### config.mk
export PLATFORM = sky130hd
export DESIGN_NAME = bcd_countdown_timer
export DESIGN_NICKNAME = d
export VERILOG_FILES = /design/src/rtl/bcd_countdown_timer.sv
export SDC_FILE = /design/constraint.sdc
export NUM_CORES = 1
export LEC_CHECK = 0
export ABC_AREA = 1
export CORE_MARGIN = 2
export CORE_UTILIZATION = 56
export CTS_CLUSTER_DIAMETER = 30
export DETAILED_ROUTE_END_ITERATION = 12
export GPL_ROUTABILITY_DRIVEN = 0
export HOLD_SLACK_MARGIN = 0.05
export PLACE_DENSITY = 0.8
export SETUP_SLACK_MARGIN = 0.05
export SLEW_MARGIN = 5
export SYNTH_ARGS = -nofsm -noshare
export SYNTH_HDL_FRONTEND = slang
export SYNTH_SLANG_ARGS = --single-unit
### constraint.sdc
create_clock -name CLK -period 2.6 [get_ports CLK]
set_input_delay 0.65 -clock CLK [delete_from_list [all_inputs] [get_ports CLK]]
set_output_delay 0.65 -clock CLK [all_outputs]
set_load 0.005 [all_outputs]
### src/rtl/bcd_countdown_timer.sv
// Countdown core for the egg-timer family: DIGITS-wide BCD count with load clamping,
// prescaled decrement, pause/resume and a timed blinking alarm at zero.
module bcd_countdown_timer #(
    parameter int unsigned DIGITS      = 4,
    parameter int unsigned TICK_DIV    = 50000000,
    parameter int unsigned MMSS        = 1,
    parameter int unsigned ALARM_TICKS = 10
) (
    input  logic                  CLK,
    input  logic                  RESET,
    input  logic                  LOAD,
    input  logic                  START_STOP,
    input  logic [4*DIGITS-1:0]   LOAD_VAL,
    output logic [4*DIGITS-1:0]   COUNT,
    output logic [2:0]            STATE,
    output logic                  TICK,
    output logic                  DONE,
    output logic                  ALARM,
    output logic                  BLINK
);
    localparam int unsigned CW = 4 * DIGITS;
    localparam int unsigned PW = $clog2(TICK_DIV);
    localparam int unsigned AW = $clog2(ALARM_TICKS + 1);
    localparam logic [PW-1:0] PRESC_MAX  = PW'(TICK_DIV - 1);
    localparam logic [AW-1:0] ALARM_LAST = AW'(ALARM_TICKS - 1);

    typedef enum logic [2:0] {
        S_IDLE    = 3'd0,
        S_LOADED  = 3'd1,
        S_RUNNING = 3'd2,
        S_PAUSED  = 3'd3,
        S_ALARM   = 3'd4
    } state_t;

    state_t          state;
    logic            load_q;
    logic            ss_q;
    logic [PW-1:0]   presc;
    logic [AW-1:0]   acnt;
    logic            load_ev;
    logic            ss_ev;
    logic            tick_hit;
    logic            count_zero;
    logic            dec_zero;
    logic [CW-1:0]   clamped;
    logic [CW-1:0]   dec;

    assign STATE = state;

    // Key press events and prescaler wrap
    always_comb begin : events
        load_ev  = LOAD & ~load_q;
        ss_ev    = START_STOP & ~ss_q;
        tick_hit = (presc == PRESC_MAX) && (state == S_RUNNING || state == S_ALARM);
    end

    // Saturate out-of-range digits of the switch value
    always_comb begin : load_clamp
        logic [3:0] d;
        clamped = '0;
        d       = '0;
        for (int i = 0; i < int'(DIGITS); i++) begin
            d = LOAD_VAL[4*i +: 4];
            if (d > 4'd9) d = 4'd9;
            if (MMSS != 0 && i == 1 && d > 4'd5) d = 4'd5;
            clamped[4*i +: 4] = d;
        end
    end

    // BCD decrement with ripple borrow; seconds-tens wraps to 5 in MM:SS mode
    always_comb begin : bcd_dec
        logic [3:0] d;
        logic       borrow;
        dec    = '0;
        d      = '0;
        borrow = 1'b1;
        for (int i = 0; i < int'(DIGITS); i++) begin
            d = COUNT[4*i +: 4];
            if (borrow) begin
                if (d == 4'd0) begin
                    d = (MMSS != 0 && i == 1) ? 4'd5 : 4'd9;
                end else begin
                    d      = d - 4'd1;
                    borrow = 1'b0;
                end
            end
            dec[4*i +: 4] = d;
        end
        count_zero = (COUNT == '0);
        dec_zero   = (dec == '0);
    end

    always_ff @(posedge CLK) begin : fsm
        if (RESET) begin
            state  <= S_IDLE;
            COUNT  <= '0;
            presc  <= '0;
            acnt   <= '0;
            TICK   <= 1'b0;
            DONE   <= 1'b0;
            ALARM  <= 1'b0;
            BLINK  <= 1'b0;
            load_q <= 1'b1;
            ss_q   <= 1'b1;
        end else begin
            load_q <= LOAD;
            ss_q   <= START_STOP;
            TICK   <= 1'b0;
            DONE   <= 1'b0;
            case (state)
                S_IDLE: begin
                    if (load_ev) begin
                        state <= S_LOADED;
                        COUNT <= clamped;
                        presc <= '0;
                    end
                end
                S_LOADED: begin
                    if (load_ev) begin
                        COUNT <= clamped;
                    end else if (ss_ev && !count_zero) begin
                        state <= S_RUNNING;
                        presc <= '0;
                    end
                end
                S_RUNNING: begin
                    if (load_ev) begin
                        state <= S_LOADED;
                        COUNT <= clamped;
                        presc <= '0;
                    end else begin
                        presc <= tick_hit ? '0 : presc + PW'(1);
                        if (tick_hit) begin
                            TICK  <= 1'b1;
                            COUNT <= dec;
                            if (dec_zero) begin
                                state <= S_ALARM;
                                DONE  <= 1'b1;
                                ALARM <= 1'b1;
                                BLINK <= 1'b1;
                                acnt  <= '0;
                            end else if (ss_ev) begin
                                state <= S_PAUSED;
                            end
                        end else if (ss_ev) begin
                            state <= S_PAUSED;
                        end
                    end
                end
                S_PAUSED: begin
                    if (load_ev) begin
                        state <= S_LOADED;
                        COUNT <= clamped;
                        presc <= '0;
                    end else if (ss_ev) begin
                        state <= S_RUNNING;
                    end
                end
                S_ALARM: begin
                    if (load_ev || ss_ev) begin
                        // LOAD outranks acknowledge
                        state <= load_ev ? S_LOADED : S_IDLE;
                        if (load_ev) COUNT <= clamped;
                        presc <= '0;
                        acnt  <= '0;
                        ALARM <= 1'b0;
                        BLINK <= 1'b0;
                    end else begin
                        presc <= tick_hit ? '0 : presc + PW'(1);
                        if (tick_hit) begin
                            TICK <= 1'b1;
                            if (acnt == ALARM_LAST) begin
                                state <= S_IDLE;
                                acnt  <= '0;
                                ALARM <= 1'b0;
                                BLINK <= 1'b0;
                            end else begin
                                acnt  <= acnt + AW'(1);
                                BLINK <= ~BLINK;
                            end
                        end
                    end
                end
                default: state <= S_IDLE;
            endcase
        end
    end
endmodule

==> flow_summary.yaml, run 1 <==
outcome:
  outcome: "finished clean"
finish:
  area_growth_syn_to_layout_pct: 19.1
  stdcell_count: 685
  fin_area_mm2: 0.00410
  fin_nets: 633
  fillers: 547
  num_antenna_cells: 0
  drive_above_1_share_pct: 7.54
worst_setup_path:
  timing_worst_setup_path_type: "register to register"
  reg2regPathDepth: 11
  cp-startpoint: "presc[0]"
  end_kind: "register"
  worstPathMaxFanout: 15
  required_ps: 2810
  crit_arrival_ps: 2510
  r2r_setup_slack_ps: 300
  crit_path_start_kind: "register"
  reg2reg_from: "presc[0]"
synthesis:
  synth_top_area_share_pct: 32.0
  synth-seq-cells: 55
  syn-instance-count: 556
  synth_area_leaders: "dfxtp_1 32%, nand2_1 14%, nor2_1 9.4%, inv_1 9.1%, nand3_1 5.2%"
  yosysWarningCount: 0
  yosys-top-cells-count: "126 x nand2_1, 86 x nor2_1, 83 x inv_1, 55 x dfxtp_1, 36 x nand3_1"
  seq_area_frac_synth_pct: 32.0
  synth_edf_count: 0
  syn-num-nets: 579
  synth_most_common_cell: "nand2_1"
  synth_cell_types: 37
  syn_area_mm2: 0.00344
  synth_area_per_cell_um2: 6.19
  async_flop_share_pct: 0
  synth_area_leader_cell: "dfxtp_1"
  synth-main-ff-cell: "dfxtp_1"
die:
  boundaryPins: 43
  fp.coreArea_mm2: 0.00592
  die-area_mm2: 0.00679
  fp.dieH_um: 82.4
  die_w_um: 82.4
  initial_core_util_pct: 58.1
  rows: 28
sta:
  slew-limit-headroom_pct: 72.9
  fmax_mhz: 435
  tns_ps: 0
  worstMarginPinSlew_ps: 406
  skew_ps: 7.79
  slew_violations: 0
  setup_viol: 0
  period_needed_ps: 2300
  post-route-period-util_pct: 88.5
  hold_violations: 0
  rsz0062_at_grt: "false"
detailed_routing:
  wl_per_cell_um: 12.9
  vias: 3720
  wirelength_um: 8860
  drc: 0
  vias_per_cell: 5.43
  firstDrtPassIters: 6
  antenna_left: 0
  drtIter0Drc: 372
place:
  port_buffers: 42
  hpwl_um: 6730
  placed_cells: 678
  post_dp_cell_area_mm2: 0.00401
hold_path:
  min_delay_path_depth: 2
  hp-start: "presc[25]"
  min_path_type: "register to register"
clock_network:
  root_buffer: "clkbuf_8"
  cts_hold_buf: 0
  cts_buffers: 5
  cts.sink_count: 55
  post_cts_buffers: 0
  cts_tree: "done"
  htree_num_levels: 2
  cts_resized: 0
  clk_path_buf_depth: 2
  insertion_delay_ps: 310
  clkSlewWorstSetupHoldPaths_ps: 100
pwr:
  power_leakage_nw: 1.69
  peakVddDrop_v: 0.000548
  power.density_mw_per_mm2: 780
  power.total_mw: 3.20
run:
  cap_violations: 0
global_route:
  track_usage_pct: 27.4
  grt_pass1_wl_um: 14700
  grt_max_degree: 20
  grt_pass1_vias: 3243
  antenna_found_initial: 0
  grt_overflow: 0
==> area by class of cell <==
cell class / instances / area [µm²] / share of cell area [%]
clock inverters: 1 / 5.00 / 0.122
multi-input cells: 405 / 1960 / 47.9
flip-flops and latches: 55 / 1100 / 26.9
well taps: 75 / 93.8 / 2.29
repair buffers: 56 / 526 / 12.8
inverters: 87 / 329 / 8.03
clock buffers: 6 / 82.6 / 2.01
==> cell families after synthesis <==
logic type      count (synthesis)  share of synthesized area (%)
xor+xnor                        6                           1.53
buf+inv                        96                           11.0
compound gates                 90                           14.9
flops                          55                           32.0
fa+ha+maj                       3                           1.09
simple gates                  306                           39.5
==> stage by stage <==
step           setup slack, ps  util, %  hold WS [ps]
5_1_grt                   64.3     69.2           491
4_1_cts                    349     69.2           482
3_5_place_dp              43.7     67.8           460
3_3_place_gp              98.0     67.8           465
2_1_floorplan              574        -           439
6_report                   300     69.2           483
==> placed cells by master (no fill, tap or decap), types with 7 or more instances in the layout <==
cell type	count
nand2_1	126
nor2_1	86
inv_1	83
dfxtp_1	55
clkdlybuf4s50_1	42
nand3_1	36
a21oi_1	34
o21ai_0	27
nor3_1	20
buf_4	14
nand4_1	11
a31oi_1	8
a211oi_1	7
==> worst paths after layout <==
| kind | endpoint |
|---|---|
| setup / recovery | COUNT[6] |
| hold / removal | presc[25] |
| setup reg to reg | COUNT[6] |
| hold reg to reg | presc[25] |
==> where the power goes <==
| part | switching [mW] | leakage, nW | internal [mW] |
|---|---|---|---|
| clock network | 0.279 | 0.0470 | 0.210 |
| logic | 1.02 | 1.19 | 0.625 |
| registers | 0.114 | 0.446 | 0.945 |
==> critical path, cell delays in order, from the launching register on <==
cell      delay (ps)
dfxtp_1          390
ha_1             200
inv_1             60
nor2_1           180
nand2_1          110
nor2_2           250
nand3_1          140
nand2_1          110
nand2_1           90
inv_2            220
o21ai_0          210
a211oi_1         260
==> registers in the layout, indices dropped and copies added (netlist names) <==
name	flops
TICK	1
COUNT	16
ALARM	1
DONE	1
STATE	3
presc	26
load_q	1
BLINK	1
acnt	4
ss_q	1
==> metal layers <==
| layer | vias to the layer above | share of wire [%] | GRT usage (%) | wire, µm |
|---|---|---|---|---|
| li1 | 1900 | - | - | - |
| met1 | 1667 | 46 | 39.3 | 4090 |
| met2 | 142 | 46 | 43.2 | 4050 |
| met3 | 11 | 6.9 | 3.70 | 611 |
| met4 | 0 | 1.3 | 7.00 | 113 |
| met5 | - | 0 | 0 | 0 |
Power figures use the tool's default switching activity.
==> run 2: changes to the inputs <==
--- a/config.mk
+++ b/config.mk
@@ -14,7 +14,7 @@
 export HOLD_SLACK_MARGIN = 0.05
 export PLACE_DENSITY = 0.8
 export SETUP_SLACK_MARGIN = 0.05
-export SLEW_MARGIN = 5
+export SLEW_MARGIN = 10
 export SYNTH_ARGS = -nofsm -noshare
 export SYNTH_HDL_FRONTEND = slang
 export SYNTH_SLANG_ARGS = --single-unit
==> results of run 2 <==
No change in the layout: final DEF, timing and power equal those of run 1.
